## config.mk

```make
export PLATFORM = sky130hd
export DESIGN_NAME = dca_matrix_lsu_write_txn_gen
export DESIGN_NICKNAME = d
export VERILOG_FILES = /design/src/rtl/dca_lsu.sv /design/src/rtl/dca_burst_len_calc.sv /design/src/rtl/dca_matrix_lsu_write_txn_gen.sv
export SDC_FILE = /design/constraint.sdc
export NUM_CORES = 1
export LEC_CHECK = 0
export CAP_MARGIN = 20
export CORE_ASPECT_RATIO = 2
export CORE_MARGIN = 1
export CORE_UTILIZATION = 50
export DETAILED_ROUTE_END_ITERATION = 6
export GPL_ROUTABILITY_DRIVEN = 0
export PLACE_DENSITY = 0.72
export RECOVER_POWER = 100
export SLEW_MARGIN = 5
export SYNTH_ARGS = -nofsm -noshare
export SYNTH_HDL_FRONTEND = slang
export SYNTH_SLANG_ARGS = --single-unit
```

## constraint.sdc

```tcl
create_clock -name clk -period 7.26 [get_ports clk]
set_input_delay 1.089 -clock clk [delete_from_list [all_inputs] [get_ports clk]]
set_output_delay 1.089 -clock clk [all_outputs]
set_load 0.1 [all_outputs]
```

## src/rtl/dca_lsu.sv

```systemverilog
// Shared definitions for the matrix LSU write path: FSM states, AXI page
// constants and the transaction-info field layout.
package dca_lsu;

  localparam int AXI_4K_BYTES = 4096;
  localparam int BW_PAGE_OFS  = 12;
  localparam int BW_ALEN      = 8;
  localparam int BW_BURST     = 9;

  // Transaction-info word, MSB first: {is_dummy, is_last, alen[BW_ALEN-1:0], bitaddr[BW_ADDR+2:0]}
  typedef enum logic {
    ST_IDLE = 1'b0,
    ST_GEN  = 1'b1
  } gen_state_e;

  function automatic int bus_bytes(int bw_axi_data);
    return bw_axi_data / 8;
  endfunction

endpackage

```

## src/rtl/dca_burst_len_calc.sv

```systemverilog
// Beats in the next burst: min(beats left in row, MAX_BURST, beats to 4 KB page end).
module dca_burst_len_calc
  import dca_lsu::*;
#(
  parameter int BW_BEATS  = 20,
  parameter int BUS_BYTES = 4,
  parameter int MAX_BURST = 16
) (
  input  logic [BW_BEATS-1:0]    beats_left,
  input  logic [BW_PAGE_OFS-1:0] page_ofs,
  output logic [BW_BURST-1:0]    beats
);

  localparam int BW_CMP = (BW_BEATS > BW_PAGE_OFS + 1) ? BW_BEATS : BW_PAGE_OFS + 1;

  logic [BW_CMP-1:0] left_w;
  logic [BW_CMP-1:0] to4k_w;
  logic [BW_CMP-1:0] min_w;

  always_comb begin
    left_w = BW_CMP'(beats_left);
    // Start addresses are bus aligned, so the division is exact.
    to4k_w = BW_CMP'((AXI_4K_BYTES - int'(page_ofs)) / BUS_BYTES);
    min_w  = left_w;
    if (BW_CMP'(MAX_BURST) < min_w) min_w = BW_CMP'(MAX_BURST);
    if (to4k_w < min_w) min_w = to4k_w;
    beats = BW_BURST'(min_w);
  end

endmodule

```

## src/rtl/dca_matrix_lsu_write_txn_gen.sv

```systemverilog
// Walks a matrix LSU instruction row by row and emits one AXI INCR burst
// descriptor per transaction. Handshakes: a transfer happens on a rising edge where valid & ready.
module dca_matrix_lsu_write_txn_gen
  import dca_lsu::*;
#(
  parameter int BW_ADDR     = 32,
  parameter int BW_AXI_DATA = 32,
  parameter int ELEM_BYTES  = 4,
  parameter int BW_NUM      = 16,
  parameter int MAX_BURST   = 16
) (
  input  logic                 clk,
  input  logic                 rstnn,
  input  logic                 inst_valid,
  output logic                 inst_ready,
  input  logic                 inst_is_write,
  input  logic [BW_ADDR-1:0]   inst_addr,
  input  logic [BW_ADDR-1:0]   inst_stride,
  input  logic [BW_NUM-1:0]    inst_num_row_m1,
  input  logic [BW_NUM-1:0]    inst_num_col_m1,
  output logic                 txn_valid,
  input  logic                 txn_ready,
  output logic [BW_ADDR+2:0]   txn_bitaddr,
  output logic [BW_ALEN-1:0]   txn_alen,
  output logic                 txn_is_last,
  output logic                 txn_is_dummy,
  output logic                 busy,
  output gen_state_e           dbg_state
);

  localparam int BUS_BYTES = bus_bytes(BW_AXI_DATA);
  localparam int BW_BEATS  = BW_NUM + $clog2(ELEM_BYTES) + 2;

  gen_state_e          state;
  logic [BW_ADDR-1:0]  cur_addr;
  logic [BW_ADDR-1:0]  row_addr;
  logic [BW_ADDR-1:0]  stride_q;
  logic [BW_NUM-1:0]   rows_left;
  logic [BW_BEATS-1:0] beats_left;
  logic [BW_BEATS-1:0] row_beats_q;
  logic                dummy_q;

  logic                inst_hs;
  logic                txn_hs;
  logic [BW_BEATS-1:0] row_beats_in;
  logic [BW_BURST-1:0] cur_beats;

  logic                load;
  logic                done;
  logic [BW_ADDR-1:0]  nxt_cur;
  logic [BW_ADDR-1:0]  nxt_row;
  logic [BW_NUM-1:0]   nxt_rows;
  logic [BW_BEATS-1:0] nxt_beats_left;
  logic                nxt_dummy;
  logic                nxt_last;
  logic [BW_BURST-1:0] nxt_beats;

  assign inst_ready = (state == ST_IDLE);
  assign busy       = (state == ST_GEN);
  assign dbg_state  = state;
  assign inst_hs    = inst_valid & inst_ready;
  assign txn_hs     = txn_valid & txn_ready;

  assign row_beats_in = ((BW_BEATS'(inst_num_col_m1) + BW_BEATS'(1)) * BW_BEATS'(ELEM_BYTES)
                         + BW_BEATS'(BUS_BYTES - 1)) / BW_BEATS'(BUS_BYTES);
  // The burst in flight is recovered from the registered ALEN.
  assign cur_beats = BW_BURST'(txn_alen) + BW_BURST'(1);

  // Next walker position; the burst descriptor is computed from it so the
  // outputs can be registered without an extra cycle of latency.
  always_comb begin
    load           = 1'b0;
    done           = 1'b0;
    nxt_cur        = cur_addr;
    nxt_row        = row_addr;
    nxt_rows       = rows_left;
    nxt_beats_left = beats_left;
    nxt_dummy      = dummy_q;
    if (state == ST_IDLE) begin
      if (inst_hs) begin
        load           = 1'b1;
        nxt_cur        = inst_addr;
        nxt_row        = inst_addr;
        nxt_rows       = inst_num_row_m1;
        nxt_beats_left = row_beats_in;
        nxt_dummy      = ~inst_is_write;
      end
    end else if (txn_hs) begin
      if (txn_is_last) begin
        done = 1'b1;
      end else if (BW_BEATS'(cur_beats) < beats_left) begin
        load           = 1'b1;
        nxt_cur        = cur_addr + BW_ADDR'(cur_beats) * BW_ADDR'(BUS_BYTES);
        nxt_beats_left = beats_left - BW_BEATS'(cur_beats);
      end else begin
        load           = 1'b1;
        nxt_row        = row_addr + stride_q;
        nxt_cur        = row_addr + stride_q;
        nxt_beats_left = row_beats_q;
        nxt_rows       = rows_left - BW_NUM'(1);
      end
    end
  end

  dca_burst_len_calc #(
    .BW_BEATS  (BW_BEATS),
    .BUS_BYTES (BUS_BYTES),
    .MAX_BURST (MAX_BURST)
  ) u_burst_len (
    .beats_left (nxt_beats_left),
    .page_ofs   (nxt_cur[BW_PAGE_OFS-1:0]),
    .beats      (nxt_beats)
  );

  assign nxt_last = (BW_BEATS'(nxt_beats) == nxt_beats_left) && (nxt_rows == '0);

  always_ff @(posedge clk or negedge rstnn) begin
    if (!rstnn) begin
      state        <= ST_IDLE;
      cur_addr     <= '0;
      row_addr     <= '0;
      stride_q     <= '0;
      rows_left    <= '0;
      beats_left   <= '0;
      row_beats_q  <= '0;
      dummy_q      <= 1'b0;
      txn_valid    <= 1'b0;
      txn_bitaddr  <= '0;
      txn_alen     <= '0;
      txn_is_last  <= 1'b0;
      txn_is_dummy <= 1'b0;
    end else begin
      if (inst_hs) begin
        stride_q    <= inst_stride;
        row_beats_q <= row_beats_in;
        dummy_q     <= ~inst_is_write;
      end
      if (load) begin
        state        <= ST_GEN;
        cur_addr     <= nxt_cur;
        row_addr     <= nxt_row;
        rows_left    <= nxt_rows;
        beats_left   <= nxt_beats_left;
        txn_valid    <= 1'b1;
        txn_bitaddr  <= {nxt_cur, 3'b000};
        txn_alen     <= nxt_dummy ? '0 : BW_ALEN'(nxt_beats - BW_BURST'(1));
        txn_is_last  <= nxt_dummy | nxt_last;
        txn_is_dummy <= nxt_dummy;
      end else if (done) begin
        state        <= ST_IDLE;
        txn_valid    <= 1'b0;
        txn_bitaddr  <= '0;
        txn_alen     <= '0;
        txn_is_last  <= 1'b0;
        txn_is_dummy <= 1'b0;
      end
    end
  end

endmodule
```

* Word-level counts from Yosys, hierarchy flattened
Cells that the tools add are included.
** Word-level totals
- Register bits after elaboration :: 197
- Latch bits :: 0
- Bits in writable memories :: 0
- Memory bits (read-only) :: 0
- Input port bits :: 101
- Output and inout bits :: 49
- Logic and storage cells :: 81
- Memories kept :: 0
** Cells by class
- $add $sub $neg :: 10
- $mul :: 0
- Div/mod/pow operators :: 0
- Order comparisons :: 3
- Equal/unequal tests :: 4
- Shifts and indexed selects :: 0
- Muxes and demuxes :: 40
- Bitwise operators :: 6
- Reductions and logical operators :: 6
** Operators by type and width (number)
- $mux W32 :: 10
- $mux W20 :: 6
- $mux W16 :: 5
- $mux W35 :: 2
- $add A32 B11 Y32 :: 1
- $add A32 B32 Y32 :: 1
- $mux W8 :: 3
- $add A19 B2 Y20 const B :: 1
- $add A20 B1 Y20 :: 1
- $eq A9 B20 Y1 :: 1
- $lt A20 B20 Y1 :: 1
- $lt A5 B20 Y1 const A :: 1
- $lt A9 B20 Y1 :: 1
- $sub A20 B9 Y20 :: 1
- $add A16 B1 Y17 const B :: 1
- $logic_not A16 Y1 :: 1
- $sub A16 B1 Y16 const B :: 1
- $sub A13 B12 Y14 const A :: 1
- $mux W1 :: 13
- $add A8 B1 Y9 const B :: 1
- $mux W9 :: 1
- $sub A8 B1 Y8 const B :: 1
- $reduce_and A5 Y1 :: 1
- $ne A2 B2 Y1 const B :: 2
- other kinds (7) :: 11

* Logic depth before layout (Yosys ltp)
Gate-level depths: netlist of run 1.
- Depth in word-level cells :: 16
- Depth in mapped cells :: 36
- Depth with buffers taken out :: 31

* Cells and area by module
A second synthesis of run 1 with hierarchy kept.
** Second synthesis, totals
- Cells, all modules :: 1633
- Area, all modules :: 13823.3 µm²
** By module, submodules not included
- dca_matrix_lsu_write_txn_gen :: instances 1, cells an instance 1551, area each 13202.7 µm²
- dca_burst_len_calc :: instances 1, cells an instance 82, area each 620.6 µm²

* Least setup slack after synthesis of run 1
No wires, ideal clock.
- Kind :: reg2reg
- From :: register txn_alen[0]
- To :: register txn_alen[4]
- Setup time :: 0.104 ns
- Data arrival time :: 7.091 ns
- Required time :: 7.156 ns
- Path slack :: 0.065 ns
- Cell stages (with the launch flop) :: 33
- Buffers on the path :: 3
- Clock period less this slack :: 7.195 ns
- Cell sequence :: dfrtp_1 ha_1 nand3_1 nor2_1 xor2_1 inv_1 ha_1 o21a_1 o211a_1 o2bb2ai_2 o21ai_4 buf_2 mux2_2 a211oi_1 nand3_1 xnor2_1 ha_1 a21o_1 a21o_1 a21oi_1 nor2b_1 o21ai_0 nand2b_1 a221o_1 nor3_1 a32o_1 buf_6 clkbuf_1 a21oi_1 ha_1 o21ai_1 o21ai_1 o41ai_2
** Between the ends
- Word-level cells in the longest chain between the ends :: 15
- Elaborated cells on any way between the ends :: 23
- Classes of those cells :: add/sub (6); order compare (3); mux (12); bitwise (1); reduce/logical (1)
** Ends and longest elaborated chain
- start: declaration :: line dca_matrix_lsu_write_txn_gen.sv:24 : output logic [BW_ALEN-1:0] txn_alen,
- start signal: assignment :: line dca_matrix_lsu_write_txn_gen.sv:146 : txn_alen <= nxt_dummy ? '0 : BW_ALEN'(nxt_beats - BW_BURST'(1));
- $add A8 B1 Y9 (*) :: line dca_matrix_lsu_write_txn_gen.sv:67 : assign cur_beats = BW_BURST'(txn_alen) + BW_BURST'(1);
- branches (longest 10 deep; another with $add A32 B11 Y32)
- $mux W9 (*) :: line dca_burst_len_calc.sv:26 : if (to4k_w < min_w) min_w = to4k_w;
- $sub A8 B1 Y8 (*) :: line dca_matrix_lsu_write_txn_gen.sv:146
- $mux W8 (*) :: line dca_matrix_lsu_write_txn_gen.sv:146
- $mux W8 (*) :: line dca_matrix_lsu_write_txn_gen.sv:138 : if (load) begin
Mark *: on every way between the ends.
A chain may end at the register's enable or synchronous reset.

* Final worst setup path of run 1
- From :: register txn_alen[0]
- To :: register txn_alen[7]
The elaborated chain is that of the path after synthesis.

==> impl_metrics.csv, run 1 <==
group,metric,value,unit
setup_path,r2r_slack,0.40,ns
timing,max_freq,146,MHz
finish,fillers,2350,
outcome,violations,"max-capacitance violations, max-slew violations",
setup_path,startpoint_type,"flop",
outcome,status,"finished, violations left",
die,die_area,27300,sq um
clock_tree,clkSinkCount,193,
synthesis,ys_warn_count,0,
synthesis,netlist.top_cell.by_area,"dfrtp_1",
synthesis,async_reset_ff_frac,1.00,
setup_path,crit_top_cell,"nand3_1",
setup_path,r2r_cells,27,
detailed_routing,via_per_inst,6.23,
die,start_util,0.508,
job,maxCapViolCount,4,
timing,slew_headroom,-1.08,
grt,gr-total-overflow,0,
grt,grt_pass1_vias,12700,
clock_tree,clkTransAtPathRegs,0.07,ns
die,die_h,233,microns
timing,period_minus_slack,6.86,ns
hold_path,min_path_type,"flop to flop",
clock_tree,cts_buffer_depth,2,
synthesis,syn-instance-count,1545,
detailed_routing,wl,45000,microns
setup_path,path_max_fanout,18,
synthesis,post-synth-top-area-fraction,0.363,
synthesis,synth-main-ff-cell,"dfrtp_1",
clock_tree,clock_latency,0.46,ns
setup_path,worstPathArrival,7.26,ns
clock_tree,root_buffer,"clkbuf_16",
synthesis,seq_area_frac_synth,0.363,
grt,grtUsageTotal,0.345,
detailed_routing,wl_per_cell,22.1,microns
finish,regArea,4830,sq um
detailed_routing,vias,12700,
die,coreArea,26200,sq um
setup_path,cp.required,7.66,ns
detailed_routing,firstDrtPassIters,5,
finish,multi_input_area,8000,sq um
finish,finalNonFillerCells,2037,
synthesis,syn_area_per_cell,8.60,sq um
timing,clock_skew,0.00956,ns
timing,drv_slew,252,
finish,final_layout_size_suffix_gt1_frac,0.0704,
die,rows,84,
setup_path,worstSetupPathType,"flop to flop",
placed_design,dp_hpwl,33500,microns
synthesis,syn_area,13300,sq um
grt,grt_pass1_wl,68800,microns
power_and_ir_drop,vdd_ir_drop_max,0.257,mV
finish,final_nets,1846,
die,boundaryPins,150,
die,die_x,117,microns
clock_tree,cts_made_buffers,17,
detailed_routing,drt_iter0_markers,1048,
hold_path,holdCritStartpoint,"row_beats_q[7]",
clock_tree,hold_buffers,0,
timing,finalCritPeriodShare,0.945,
timing,grt_setup_unrepaired,"false",
setup_path,critPathLaunch,"txn_alen[0]",
hold_path,holdPathStages,1,
placed_design,port-buffer-count,146,
synthesis,synth-seq-cells,193,
synthesis,synth_area_leaders,"dfrtp_1 36%, nand2_1 6.8%, ha_1 5.9%",
power_and_ir_drop,p_per_area,552,nW/um^2
timing,final-setup-viol-count,0,
timing,tightest_slew,3.12,ns
detailed_routing,antenna_left,0,
synthesis,synth_edf_count,0,
clock_tree,cts_tree,"done",
timing,hold_viol,0,
setup_path,end_kind,"flop",
grt,grt_max_degree,74,
power_and_ir_drop,leakage,0.00703,uW
setup_path,max_stage_delay,0.53,ns
timing,fin_setup_tns,0,ns
clock_tree,cts_max_level,4,
synthesis,yosysUniqueCellTypes,89,
setup_path,critPathSlowestCell,"or3_1",
grt,antenna_found_initial,1,
synthesis,synth_common_cells,"239 x nand2_1, 193 x dfrtp_1, 102 x a21oi_1",
finish,synthToLayoutAreaGrowth,18.9,%
placed_design,numPlacedInstances,2003,
synthesis,synthMostInstantiatedCell,"nand2_1",
detailed_routing,drc_errors,0,
setup_path,reg2reg_from,"txn_alen[0]",
layout make-up:
| class | instances | share of cell area |
|---|---|---|
| antenna | 2 | 0.000317 |
| clock buffer | 23 | 0.0309 |
| clock inverter | 8 | 0.00800 |
| inverter | 48 | 0.0114 |
| multi-input combinational | 1229 | 0.506 |
| sequential | 193 | 0.306 |
| tap | 344 | 0.0272 |
| timing repair buffer | 190 | 0.110 |
worst paths after layout:
check | endpoint
worst max-delay path | txn_alen[7]
worst min-delay path | row_beats_q[7]
worst max register to register | txn_alen[7]
worst min register to register | row_beats_q[7]
max in group asynchronous | busy
min in group asynchronous | row_addr[11]
metal layers:
layer  share of wire  vias to the layer above  wire length (microns)  track usage
li1                -                     5861                      -            -
met1            0.34                     6037                  15200        0.346
met2            0.50                      585                  22400        0.584
met3           0.063                      212                   2860       0.0698
met4            0.10                        0                   4540        0.314
met5               0                        -                      0            0
where the power goes:
group	leakage [uW]	total, uW	internal, uW	switching (uW)
clock network	0.000304	1010	578	436
registers	0.00238	2020	1570	458
logic	0.00435	5680	2000	3680
total	0.00703	8720	4140	4580
critical path: cells and delay by family, from the launching register on:
kind | cells | cell delay (ns)
adders and majority gates | 2 | 0.62
AOI/OAI and AO/OA | 9 | 2.33
xor gates and xnor gates | 1 | 0.23
and+or+nand+nor | 11 | 2.35
buffers and inverters | 3 | 0.62
DFF | 1 | 0.43
muxes | 1 | 0.21
layout by cell type, fill, tap and decap left out, types with 21 or more instances in the layout:
master           synthesis  final
xor2_1                  32     32
ha_1                    63     61
nor2b_1                 26     25
a21o_1                  25     25
nand2_1                239    239
o21ai_0                 89     95
inv_1                   45     45
a22o_1                  21     21
dfrtp_1                193    191
dlygate4sd3_1            0     47
nand4_1                 21     21
clkdlybuf4s50_1          0     97
mux2i_1                 47     47
a21oi_1                102    101
nor3_1                  40     39
buf_4                    6     31
xnor2_1                 58     56
nor2_1                  92     89
nand3_1                 49     48
a211oi_1                24     23
o21a_1                  21     22
through the flow:
stage	hold WS, ns	instance area, sq um	power, uW	setup slack (ns)	utilization
2_1_floorplan	0.438	13300	5960	0.0653	-
6_report	0.482	15800	8720	0.401	0.604
4_1_cts	0.480	15800	8620	0.266	0.604
5_1_grt	0.497	15800	9240	0.0230	0.604
3_3_place_gp	0.458	15200	7460	0.460	0.580
3_5_place_dp	0.462	15200	7570	0.278	0.580
cells by family after synthesis:
| kind of cell | synth area share |
|---|---|
| other cells | 0.000565 |
| mux | 0.0413 |
| xor+xnor | 0.0606 |
| flops | 0.363 |
| compound gates | 0.227 |
| fa+ha+maj | 0.0638 |
| buf+inv | 0.0420 |
| simple gates | 0.201 |
registers in the layout (all words and copies together), names as in the netlist:
register	cells
beats_left	20
busy	1
cur_addr	32
dummy_q	1
row_addr	32
row_beats_q	17
rows_left	16
stride_q	32
txn_alen	8
txn_bitaddr	32
txn_is_dummy	1
txn_is_last	1
what timing repair did:
item                                    CTS  global route
buffers inserted                          0             1
resized for setup                         0            17
endpoints found under the setup margin    0             9
Power figures use the tool's default switching activity.
==> run 2, diff against run 1 <==
==> constraint.sdc (replaced) <==
create_clock -name clk -period 8.8 [get_ports clk]
set_input_delay 1.32 -clock clk [delete_from_list [all_inputs] [get_ports clk]]
set_output_delay 1.32 -clock clk [all_outputs]
set_load 0.1 [all_outputs]
==> run 2 against run 1 <==
  * The run still ends with max-capacitance violations, max-slew violations left
  * Wire length is 3.7% lower
  * First-iteration DRC count is 21% lower
  * Cell area fell by 1.6%
  * Via count down 1.6%
  * Critical path type unchanged
==> impl_metrics.csv, run 2 (synthesis gave the netlist of run 1 again) <==
group,metric,value,unit
finish,post-route-util,0.594,
hold_path,hold_end,"row_beats_q[3]",
setup_path,r2r_cells,28,
power_and_ir_drop,vdd_ir_drop_max,0.220,mV
detailed_routing,via_per_inst,6.20,
setup_path,max_stage_delay,0.70,ns
setup_path,r2r_slack,0.80,ns
detailed_routing,drt_iter0_markers,833,
clock_tree,cts_tree,"done",
clock_tree,clock_latency,0.47,ns
clock_tree,root_buffer,"clkbuf_16",
timing,grt_setup_unrepaired,"false",
placed_design,place_area,15100,sq um
detailed_routing,firstDrtPassIters,7,
finish,antenna_cells,0,
clock_tree,cts_max_level,4,
job,maxCapViolCount,3,
setup_path,end_kind,"flop",
hold_path,holdCritStartpoint,"row_beats_q[3]",
die,die_x,117,microns
die,rows,84,
grt,grt_pass1_wl,65900,microns
timing,final-setup-viol-count,0,
hold_path,holdPathStages,2,
detailed_routing,wl_per_cell,21.5,microns
setup_path,worstPathArrival,8.39,ns
finish,fin_area,15500,sq um
clock_tree,cts_resized,0,
detailed_routing,drc_errors,0,
outcome,violations,"max-capacitance violations, max-slew violations",
timing,clock_skew,0.0122,ns
timing,max_freq,125,MHz
die,coreArea,26200,sq um
grt,top_usage_layer,"met2",
timing,drv_slew,164,
outcome,status,"finished, violations left",
setup_path,reg2reg_from,"txn_alen[0]",
power_and_ir_drop,leakage,0.00690,uW
die,die_h,233,microns
grt,use_met3,0.0578,
grt,grt_util_met1,0.340,
finish,final_common_cell,"nand2_1",
setup_path,cp.required,9.19,ns
detailed_routing,wl,43300,microns
die,start_util,0.508,
setup_path,worstSetupPathType,"flop to flop",
die,boundaryPins,150,
finish,final_layout_size_suffix_gt1_frac,0.0514,
timing,finalCritPeriodShare,0.909,
clock_tree,clkTransAtPathRegs,0.07,ns
die,die_area,27300,sq um
placed_design,port-buffer-count,146,
clock_tree,clkSinkCount,193,
grt,antenna_found_initial,0,
grt,grtUsageTotal,0.327,
grt,gr-total-overflow,0,
setup_path,path_max_fanout,35,
timing,fin_setup_tns,0,ns
grt,grt_pass1_vias,12400,
finish,final_nets,1828,
clock_tree,hold_buffers,0,
detailed_routing,antenna_left,0,
finish,final_cell_mix,"239 x nand2_1, 192 x dfrtp_1, 102 x a21oi_1",
detailed_routing,vias,12500,
timing,whs,0.482,ns
timing,hold_viol,0,
timing,slew_headroom,-1.77,
grt,met2_usage,0.560,
clock_tree,cts_buffer_depth,2,
setup_path,critPathSlowestCell,"o2bb2ai_1",
clock_tree,cts_made_buffers,17,
hold_path,min_path_type,"flop to flop",
power_and_ir_drop,p_per_area,448,nW/um^2
placed_design,dp_hpwl,32000,microns
timing,tightest_slew,4.15,ns
timing,period_minus_slack,8.00,ns
setup_path,rr_endpoint,"txn_is_last",
finish,synthToLayoutAreaGrowth,17.0,%
clock_tree,post_cts_buffers,0,
grt,grt_max_degree,119,
setup_path,startpoint_type,"flop",
run 2: power by group:
| group | internal, uW | total [uW] | switching (uW) |
|---|---|---|---|
| logic | 1570 | 4510 | 2940 |
| registers | 1290 | 1680 | 388 |
| clock network | 416 | 785 | 369 |
run 2: layout make-up:
cell class | instances | area (sq um)
clock inverter | 13 | 139
inverter | 48 | 180
sequential | 193 | 4830
fill | 2344 | 10600
tap | 344 | 430
clock buffer | 17 | 425
multi-input combinational | 1229 | 7930
timing repair buffer | 172 | 1610
run 2: worst max path at each step:
| stage | startpoint | to | slack (ns) |
|---|---|---|---|
| after floorplan | txn_alen[0] | txn_alen[4] | 1.61 |
| after global placement | txn_ready | txn_is_last | 1.34 |
| after detailed placement | txn_ready | txn_is_last | 1.21 |
| after CTS | txn_alen[0] | txn_is_last | 1.35 |
| after global routing | txn_alen[0] | txn_is_last | 0.23 |
| final | txn_alen[0] | txn_is_last | 0.80 |
run 2: per-stage QoR:
step	cells	setup slack, ns	power [uW]
after detailed placement	1986	1.21	6170
after CTS	2016	1.35	6980
after floorplan	1552	1.61	4920
final	2016	0.804	6970
after global routing	2016	0.228	7380
after global placement	1986	1.34	6090
run 2: layer usage:
layer | vias up | wire length [microns]
li1 | 5819 | -
met1 | 5971 | 15300
met2 | 517 | 21900
met3 | 186 | 2280
met4 | 0 | 3850
met5 | - | 0
run 2: critical path: cells and delay by family (launching register included):
kind,cells,cell delay (ns)
AO/OA/AOI/OAI,12,4.06
adder cells (fa/ha/maj),3,0.77
AND/OR/NAND/NOR,9,1.57
buffers and inverters,3,0.69
flip-flops,1,0.44
XOR/XNOR,1,0.34
==> run 3, diff against run 2 <==
==> constraint.sdc (replaced) <==
create_clock -name clk -period 9.15 [get_ports clk]
set_input_delay 1.3725 -clock clk [delete_from_list [all_inputs] [get_ports clk]]
set_output_delay 1.3725 -clock clk [all_outputs]
set_load 0.1 [all_outputs]
==> run 3 against run 2 <==
  * The flow still finishes with violations (max-capacitance violations, max-slew violations)
  * Register-to-register slack improved by 0.14 ns
  * First-iteration DRC count is 23% higher
  * Worst setup slack lost 0.041 ns
  * Critical path depth shrank 3
==> impl_metrics.csv, run 3 (synthesis gave the netlist of run 1 again) <==
group,metric,value,unit
outcome,status,"finished, violations left",
outcome,violations,"max-capacitance violations, max-slew violations",
power_and_ir_drop,leakage,0.00691,uW
power_and_ir_drop,combinationalPowerShare,0.638,
setup_path,reg2reg_from,"txn_alen[0]",
power_and_ir_drop,p_seq_frac,0.241,
setup_path,path_max_fanout,35,
timing,hold_viol,0,
finish,final_layout_size_suffix_gt1_frac,0.0496,
timing,max_freq,119,MHz
timing,grt_setup_unrepaired,"false",
setup_path,r2r_slack,0.94,ns
clock_tree,cts_made_buffers,17,
grt,grt_pass1_vias,12500,
finish,final_nets,1827,
power_and_ir_drop,power_frac_clock,0.121,
clock_tree,post_cts_buffers,0,
clock_tree,hold_buffers,0,
setup_path,critPathLaunch,"inst_valid",
clock_tree,root_buffer,"clkbuf_16",
grt,grt_pass1_wl,67300,microns
setup_path,rr_endpoint,"txn_alen[6]",
die,coreArea,26200,sq um
timing,drv_slew,249,
clock_tree,cts_max_level,4,
setup_path,startpoint_type,"primary input",
grt,grt_max_degree,69,
timing,fin_setup_tns,0,ns
clock_tree,clkSinkCount,193,
finish,final_cell_mix,"239 x nand2_1, 192 x dfrtp_1, 102 x a21oi_1",
die,die_x,117,microns
power_and_ir_drop,p_int,3220,uW
clock_tree,cts_tree,"done",
power_and_ir_drop,p_per_area,432,nW/um^2
die,die_area,27300,sq um
detailed_routing,via_per_inst,6.24,
detailed_routing,vias,12600,
timing,finalCritPeriodShare,0.917,
grt,gr-total-overflow,0,
grt,grtUsageTotal,0.333,
clock_tree,cts_buffer_depth,2,
power_and_ir_drop,p_sw_frac,0.521,
die,die_h,233,microns
die,boundaryPins,150,
power_and_ir_drop,vdd_ir_drop_max,0.203,mV
detailed_routing,drc_errors,0,
timing,final-setup-viol-count,0,
setup_path,worstSetupPathType,"primary input to flop",
hold_path,min_path_type,"flop to flop",
timing,tightest_slew,3.85,ns
setup_path,critPathCapture,"txn_alen[6]",
finish,synthToLayoutAreaGrowth,17.1,%
grt,antenna_found_initial,0,
clock_tree,clock_latency,0.47,ns
detailed_routing,drt_iter0_markers,1028,
detailed_routing,antenna_left,0,
placed_design,dp_hpwl,32100,microns
timing,whs,0.478,ns
detailed_routing,wl_per_cell,21.6,microns
timing,clock_skew,0.0103,ns
placed_design,port-buffer-count,146,
timing,slew_headroom,-1.56,
clock_tree,cts_resized,0,
timing,period_minus_slack,8.39,ns
setup_path,cp.required,9.49,ns
power_and_ir_drop,p_sw,3500,uW
setup_path,worstPathArrival,8.73,ns
setup_path,r2r_cells,30,
detailed_routing,wl,43500,microns
clock_tree,clkTransAtPathRegs,0.07,ns
finish,final_common_cell,"nand2_1",
job,maxCapViolCount,5,
die,rows,84,
die,start_util,0.508,
setup_path,end_kind,"flop",
detailed_routing,firstDrtPassIters,6,
[run 3: cell count changes in the layout (fill, tap and decap cells not counted), sizes merged]
cell,before,now
diode,0,1
clkbuf,32,31
bufinv,2,4
dlygate4sd3,48,46
inv,50,47
clkinv,7,5
clkdlybuf4s50,96,98
buf,13,17
[run 3: metrics by stage]
| step | util | total power, uW | std cells | setup WS, ns | cell area (sq um) |
|---|---|---|---|---|---|
| detailed placement | 0.575 | 5910 | 1985 | 1.26 | 15100 |
| finish | 0.595 | 6720 | 2017 | 0.764 | 15600 |
| CTS | 0.599 | 6750 | 2016 | 1.37 | 15700 |
| global placement | 0.575 | 5830 | 1984 | 1.50 | 15000 |
| floorplan | - | 4730 | 1552 | 1.96 | 13300 |
| global route | 0.595 | 7140 | 2016 | 0.331 | 15600 |
[run 3: how the worst min path moves through the flow]
stage                         startpoint  depth (start not counted)        endpoint
after floorplan           row_beats_q[3]                          2  row_beats_q[3]
after global placement    row_beats_q[3]                          2  row_beats_q[3]
after detailed placement  row_beats_q[3]                          2  row_beats_q[3]
after CTS                 row_beats_q[3]                          2  row_beats_q[3]
after global routing      row_beats_q[0]                          1  row_beats_q[0]
final                     row_beats_q[3]                          2  row_beats_q[3]
[run 3: routing by layer]
layer / global-route usage / part of all wire / wire length [microns] / up-vias
li1: - / - / - / 5821
met1: 0.353 / 0.35 / 15300 / 6000
met2: 0.573 / 0.51 / 22100 / 571
met3: 0.0500 / 0.055 / 2400 / 191
met4: 0.265 / 0.086 / 3730 / 0
met5: 0 / 0 / 0 / -
[run 3: cell type report]
cell class	count	area (sq um)
well taps	344	430
multi-input cells	1229	7890
clock inverters	10	159
diodes	1	2.50
repair buffers	171	1610
clock buffers	21	460
fillers	2341	10600
flip-flops and latches	193	4830
inverters	48	180
[run 3: power by group through the flow]
| stage | clock network (uW) | registers (uW) | logic [uW] |
|---|---|---|---|
| finish | 814 | 1620 | 4290 |
| global placement | 0 | 1610 | 4220 |
| detailed placement | 0 | 1620 | 4290 |
| floorplan | 0 | 2020 | 2710 |
| global route | 848 | 1650 | 4650 |
| CTS | 818 | 1610 | 4320 |
[run 3: worst max-delay path, cell delays in order]
cell       delay [ns]
buf_2            0.59
nor2b_1          1.74
nor2_2           0.02
a221oi_1         0.30
o311ai_0         0.37
nor3_1           0.39
nand3_1          0.22
xnor2_1          0.41
ha_1             0.33
a21o_1           0.18
a21o_1           0.16
a21oi_1          0.13
nor2b_1          0.05
o21ai_0          0.17
nand2b_1         0.08
a221o_1          0.36
nor3_1           0.13
a32o_1           0.43
buf_4            0.30
nor3_1           0.08
a21oi_1          0.19
ha_1             0.27
nand2b_1         0.10
o2111ai_1        0.22
nand3_1          0.11
